File: config.mk
export PLATFORM = sky130hd
export DESIGN_NAME = ndp_axis_upsizer
export DESIGN_NICKNAME = d
export VERILOG_FILES = /design/src/rtl/ndp_axis_upsizer.sv
export SDC_FILE = /design/constraint.sdc
export NUM_CORES = 2
export LEC_CHECK = 0
export CAP_MARGIN = 10
export CORE_MARGIN = 3
export CORE_UTILIZATION = 35
export DETAILED_ROUTE_END_ITERATION = 6
export SLEW_MARGIN = 20
export SYNTH_ARGS = -nofsm -noshare
export SYNTH_HDL_FRONTEND = slang
export SYNTH_SLANG_ARGS = --single-unit
export TNS_END_PERCENT = 50
File: constraint.sdc
create_clock -name axi_aclk -period 9.2 [get_ports axi_aclk]
set_input_delay 1.84 -clock axi_aclk [delete_from_list [all_inputs] [get_ports axi_aclk]]
set_output_delay 1.84 -clock axi_aclk [all_outputs]
set_load 0.01 [all_outputs]
File: src/rtl/ndp_axis_upsizer.sv
// AXI4-Stream width upsizer: packs RATIO narrow beats into one LANES*LANE_W word
// with a per-lane valid mask, buffered in a small output FIFO. NDP_AXIS_STATS_EN adds counters.
module ndp_axis_upsizer #(
  parameter int IN_W       = 32,
  parameter int LANE_W     = 16,
  parameter int LANES      = 16,
  parameter int FIFO_DEPTH = 4
) (
  input  logic                          axi_aclk,
  input  logic                          axi_aresetn,
  input  logic [IN_W-1:0]               s_axis_tdata,
  input  logic                          s_axis_tlast,
  input  logic                          s_axis_tvalid,
  output logic                          s_axis_tready,
  output logic [LANES*LANE_W-1:0]       m_axis_tdata,
  output logic [LANES-1:0]              m_axis_tlane,
  output logic                          m_axis_tlast,
  output logic                          m_axis_tvalid,
  input  logic                          m_axis_tready,
  output logic [$clog2(FIFO_DEPTH):0]   fifo_level
`ifdef NDP_AXIS_STATS_EN
  ,
  output logic [31:0]                   stat_beats,
  output logic [31:0]                   stat_words,
  output logic [31:0]                   stat_pkts
`endif
);

  localparam int OUT_W = LANES * LANE_W;
  localparam int RATIO = OUT_W / IN_W;
  localparam int LPB   = IN_W / LANE_W;
  localparam int CNT_W = (RATIO > 1) ? $clog2(RATIO) : 1;
  localparam int PTR_W = $clog2(FIFO_DEPTH);
  localparam int LVL_W = PTR_W + 1;

  typedef struct packed {
    logic [OUT_W-1:0] data;
    logic [LANES-1:0] lane;
    logic             last;
  } entry_t;

  logic [CNT_W-1:0] cnt_q, cnt_d;
  logic [OUT_W-1:0] asm_q, asm_d;
  logic             tready_q;
  logic [PTR_W-1:0] wr_q, rd_q;
  logic [LVL_W-1:0] count_q, count_d;
  entry_t           mem_q [FIFO_DEPTH];
  entry_t           hold_q;
  entry_t           head;
  entry_t           push_entry;
  logic             accept, push, pop;

  assign accept = s_axis_tvalid && tready_q;
  assign pop    = (count_q != '0) && m_axis_tready;

  // NOTE: every signal written here gets a default first so no latch can be inferred.
  always_comb begin
    cnt_d      = cnt_q;
    asm_d      = asm_q;
    push       = 1'b0;
    push_entry = '0;
    if (accept) begin
      // Bits above the current beat are already zero because the assembler is cleared on push.
      push_entry.data = asm_q;
      push_entry.data[int'(cnt_q)*IN_W +: IN_W] = s_axis_tdata;
      for (int i = 0; i < LANES; i++) begin
        push_entry.lane[i] = (i < (int'(cnt_q) + 1) * LPB);
      end
      push_entry.last = s_axis_tlast;
      if ((int'(cnt_q) == RATIO - 1) || s_axis_tlast) begin
        push  = 1'b1;
        cnt_d = '0;
        asm_d = '0;
      end else begin
        cnt_d = cnt_q + 1'b1;
        asm_d = push_entry.data;
      end
    end
  end

  always_comb begin
    count_d = count_q;
    if (push && !pop) begin
      count_d = count_q + 1'b1;
    end else if (!push && pop) begin
      count_d = count_q - 1'b1;
    end
  end

  // NOTE: non-blocking assignments for all state so every register samples pre-edge values.
  always_ff @(posedge axi_aclk) begin
    if (!axi_aresetn) begin
      cnt_q    <= '0;
      asm_q    <= '0;
      tready_q <= 1'b0;
      wr_q     <= '0;
      rd_q     <= '0;
      count_q  <= '0;
      hold_q   <= '0;
    end else begin
      cnt_q    <= cnt_d;
      asm_q    <= asm_d;
      tready_q <= (int'(count_d) < FIFO_DEPTH);
      count_q  <= count_d;
      if (push) wr_q <= wr_q + 1'b1;
      if (pop) begin
        rd_q   <= rd_q + 1'b1;
        hold_q <= head;
      end
    end
  end

  // NOTE: storage is not reset; count gates visibility and hold_q supplies the idle/reset value.
  always_ff @(posedge axi_aclk) begin
    if (push) mem_q[wr_q] <= push_entry;
  end

  // While empty the last popped word stays on the bus.
  assign head = (count_q != '0) ? mem_q[rd_q] : hold_q;

  assign s_axis_tready = tready_q;
  assign m_axis_tvalid = (count_q != '0);
  assign m_axis_tdata  = head.data;
  assign m_axis_tlane  = head.lane;
  assign m_axis_tlast  = head.last;
  assign fifo_level    = count_q;

`ifdef NDP_AXIS_STATS_EN
  logic [31:0] beats_q, words_q, pkts_q;

  always_ff @(posedge axi_aclk) begin
    if (!axi_aresetn) begin
      beats_q <= '0;
      words_q <= '0;
      pkts_q  <= '0;
    end else begin
      if (accept) beats_q <= beats_q + 32'd1;
      if (pop) words_q <= words_q + 32'd1;
      if (pop && head.last) pkts_q <= pkts_q + 32'd1;
    end
  end

  assign stat_beats = beats_q;
  assign stat_words = words_q;
  assign stat_pkts  = pkts_q;
`endif

endmodule

Yosys cells after proc, flatten, opt, wreduce, memory -nomap -nowiden
Memories as Yosys holds them, arrays and structs flattened. A register that Yosys moved wholly into a read port is not among the register bits.
Cells that the tools add are included.
Cells by class
  add/sub/neg operators: 7
  magnitude comparators: 17
  equality and inequality tests: 1
  shift operators: 2
  mux-type cells: 13
  reductions and logical operators: 8
Operator list (number)
  2-to-1 mux 273 bit: 2
  bitwise mux 256 bit: 1
  2-to-1 mux 256 bit: 1
  variable shift 32 x 33 -> 256 bit (first input constant): 1
  variable part select 32 x 33 -> 256 bit: 1
  less-than comparator 5 x 32 -> 1 bit (first input constant): 7
  less-than comparator 4 x 32 -> 1 bit (first input constant): 4
  less-than comparator 3 x 32 -> 1 bit (first input constant): 2
  negation 8 -> 33 bit: 1
  less-than comparator 1 x 32 -> 1 bit (first input constant): 1
  less-than comparator 2 x 32 -> 1 bit (first input constant): 1
  2-to-1 mux 3 bit: 3
  adder 3 x 1 -> 3 bit (second input constant): 2
  less-than comparator 4 x 5 -> 1 bit (first input constant): 1
  adder 2 x 1 -> 2 bit (second input constant): 2
  adder 3 x 1 -> 4 bit (second input constant): 1
  logical AND 1 bit: 4
  2-to-1 mux 1 bit: 4
  2-to-1 mux 2 bit: 2
  == test 3 x 1 -> 1 bit (second input constant): 1
  less-than comparator 3 bit (second input constant): 1
  nonzero test 3 bit: 1
  subtractor 3 x 1 -> 3 bit (second input constant): 1
  logical NOT 1 bit: 2
  logical OR 1 bit: 1
Storage, ports and cells
  register bits after elaboration: 540
  memory bits (writable): 1092
  input port bits: 37
  output and inout port bits: 278
  logic and storage cells: 58
  memories: 1
Memory list
  mem_q: words 4, width 273, rd ports 1, clocked after Yosys merged registers in 1, write ports 1, RTL line 47  | entry_t mem_q [FIFO_DEPTH];

Depth between registers and ports, before layout
  word-level depth: 9
  gate-level depth with buffers: 12
  gate-level depth less buffers: 10

Worst setup path after synthesis
Ideal clock, no wire load.
  path type: input -> register
  start: in s_axis_tvalid
  end: mem mem_q[0][0] (netlist name) (enable)
  setup time: 660 ps
  arrival: 8632 ps
  data required time: 8540 ps
  slack: -92 ps
  stages: 4
  buffers on the path: 2
  path through: and2_1 > clkbuf_1 > clkbuf_1 > and3_1
Between the ends
  longest elaborated chain between the ends: 4
RTL lines
  start: declaration: RTL line 13  | input logic s_axis_tvalid,
  logical AND 1 bit: RTL line 53  | assign accept = s_axis_tvalid && tready_q;
  2-to-1 mux 1 bit: RTL line 62  | if (accept) begin
  2-to-1 mux 1 bit: RTL line 115  | if (push) mem_q[wr_q] <= push_entry;
  2-to-1 mux 1 bit (implied by the code): RTL line 115
  end: declaration: RTL line 47
No other way between the ends.

Final worst setup path
  start: reg count_q[1] (netlist: fifo_level[1])
  end: out m_axis_tdata[188]
Between the ends
  longest elaborated chain between the ends: 2
RTL lines
  start: declaration: RTL line 46  | logic [LVL_W-1:0] count_q, count_d;
  start signal: assignment: RTL line 104  | count_q <= count_d;
  nonzero test 3 bit: RTL line 119  | assign head = (count_q != '0) ? mem_q[rd_q] : hold_q;
  2-to-1 mux 273 bit: RTL line 119
  end: declaration: RTL line 15  | output logic [LANES*LANE_W-1:0] m_axis_tdata,
No other way between the ends.

==> metrics.csv <==
metric;value;unit
mostFrequentLayoutCell;nand2_1;
utilization;0.416;
worstHoldStart;asm_q[137];
rows;155;
drive_gt1_frac;0.129;
clock_latency;790;ps
cp-start-kind;flop;
cts_setup_buffers;0;
setup_ws;3110;ps
wl_per_cell;24.6;um
syn_area_per_cell;13.3;um2
use_met1;0.253;
rsz0062_at_grt;false;
p_switching;0.00587;W
synth_edf_count;1060;
busiest_layer;met2;
grt_pass1_wl;268000;um
hold_class;reg2reg;
synth-main-ff-cell;edfxtp_1;
synth-seq-area-share;0.674;
antenna_left;0;
ios;315;
violations;DRC;
rr_endpoint;mem_q[2][236];
yosys_register_bits;1602;
cts_buffer_depth;3;
critPathMaxFanout;78;
slowest_stage;buf_4;
path_class;reg2out;
layout_common_cells;nand2_1 (1203), edfxtp_1 (1060), dfxtp_1 (540);
viasPerCell;5.44;
place_ws;3350;ps
combPwrFrac;0.246;
post_cts_resized;0;
fin_total_pwr;0.0200;W
grt.total_usage;0.192;
p_seq_frac;0.410;
worst_slew_margin_rel;0.182;
coreArea;179000;um2
initial_utilization;0.354;
max_freq;0.164;GHz
sw_frac_of_total;0.294;
reg2reg_from;cnt_q[0];
synth.area.top_cells;edfxtp_1 (50%), dfxtp_1 (17%), mux4_2 (9.4%);
cp.arrival;4250;ps
r2r_cells;7;
status;finished with violations;
yosys.area.top_type;edfxtp_1;
dpl.hpwl;111000;um
yosys_warnings;0;
max_stage_delay;750;ps
finalCritPeriodShare;0.661;
cp_cell_sequence;inv_1, ha_1, nor2b_4, buf_4, buf_4, nand2_1, nand2_1, clkdlybuf4s50_1;
clockRootBuffer;clkbuf_16;
nets;4968;
ys_types;50;
drv_cap;0;
vdd.ir_drop.worst;0.169;mV
worstHoldPathCells;2;
die_x;432;um
gp_congestion;0.824;
fin_skew;31.0;ps
first_pass_iters;7;
finalCriticalPeriod;6090;ps
clk_pin_slew;60;ps
htreeDepth;4;
grt_max_degree;155;
use_met3;0.0373;
wl;182000;um
final_max_slew_viol_count;0;
cts.sinks;1602;
syn-instance-count;4750;
tightest_slew;1230;ps
setup_violations;0;
antenna_found_initial;11;
portBuffers;314;
synthesis.nets;4802;
tritoncts;done;
drc;1;
crit_required;7360;ps
nFillCells;16300;
cts_buffers;170;
gr-usage-met2;0.320;
whs;451;ps
grt_pass1_vias;39000;
synth_area;63400;um2
cts_hold_buf;0;
synth_top_area_share;0.502;
grt-ovfl-total;0;
fin_area;74500;um2
crit_path_end_kind;output pin;
clock_power_share;0.344;
areaGrowthSynthToFinish;17.6;%
first_iter_violations;4216;
p_per_area;268;nW/um2
power.internal;0.0141;W
fp.dieH;432;um
p_leak;24.2;nW
holdPathEnd;asm_q[137];
dieArea;186000;um2
routed-via-count;40400;
ys_async_sr_fraction;0;
rrSetupSlack;4530;ps
hold_viol;0;
placed_area;68900;um2
[cells by family after synthesis]
group / after synthesis / synth area share
AO/OA/AOI/OAI: 828 / 0.0905
XOR/XNOR: 1 / 0.000138
adder cells (fa/ha/maj): 15 / 0.00296
buffers and inverters: 506 / 0.0323
flip-flops: 1602 / 0.674
multiplexers: 331 / 0.105
AND/OR/NAND/NOR: 1467 / 0.0960
[worst max-delay path, delay by kind of cell (launching register included)]
family / cells / cell delay, ps
buffers and inverters: 4 / 2120
and+or+nand+nor: 3 / 610
DFF: 1 / 330
adders and majority gates: 1 / 160
[how the worst max path moves through the flow]
stage                        startpoint           endpoint  slack (ps)  depth (start not counted)
final                     fifo_level[1]  m_axis_tdata[188]        3110                          8
after global routing      fifo_level[0]  m_axis_tdata[188]        2850                          8
after CTS                 fifo_level[0]    m_axis_tdata[8]        3070                          8
after detailed placement  s_axis_tvalid      mem_q[0][184]        3350                          4
after global placement    s_axis_tvalid      mem_q[0][184]        3350                          4
after floorplan           s_axis_tvalid        mem_q[2][0]         -60                          4
[layer usage]
metal	wire, um	part of all wire
met5	10	0.000055
met4	5750	0.032
met3	12500	0.069
met2	90400	0.50
met1	73700	0.40
[flip-flops by register name (all words and copies together), names as in the netlist, named ones only]
signal         count
mem_q           1060
hold_q           273
asm_q            256
cnt_q              3
fifo_level         3
rd_q               2
wr_q               2
s_axis_tready      1
[synthesized netlist by cell type, types with 3 or more instances]
cell type,count
nor4bb_1,3
dfxtp_1,542
nand2_1,1205
a22o_1,257
nor3_1,3
nand4_1,76
edfxtp_1,1060
inv_1,92
nand4b_1,3
ha_1,15
and3_1,7
buf_4,3
a21oi_1,200
buf_1,17
o22ai_1,192
a32o_1,64
mux2i_1,66
clkbuf_1,305
nand3_1,135
nor4b_2,3
buf_6,4
or2_2,3
buf_2,83
nand4bb_1,3
mux4_2,265
o21ai_0,104
nor2_1,9
[through the flow]
stage,instances,TNS (ps)
2_1_floorplan,4750,-30320
3_3_place_gp,7096,0
3_5_place_dp,7098,0
4_1_cts,7419,0
5_1_grt,7422,0
6_report,7427,0
[power groups by stage]
stage | combinational (W) | clock [W] | sequential (W)
global route | 0.00529 | 0.00729 | 0.00823
detailed placement | 0.00499 | 0 | 0.00834
floorplan | 0.00267 | 0 | 0.00827
global placement | 0.00498 | 0 | 0.00833
CTS | 0.00501 | 0.00701 | 0.00819
finish | 0.00491 | 0.00687 | 0.00819
[final cells by class]
cell class	count	area, um2	share of cell area
repair buffers	406	4060	0.0544
clock buffers	226	4640	0.0622
multi-input cells	2642	18900	0.253
flip-flops and latches	1602	42700	0.573
inverters	94	360	0.00483
clock inverters	95	983	0.0132
diodes	7	17.5	0.000235
well taps	2355	2950	0.0395
No activity file was read; power rests on OpenSTA's default activity.
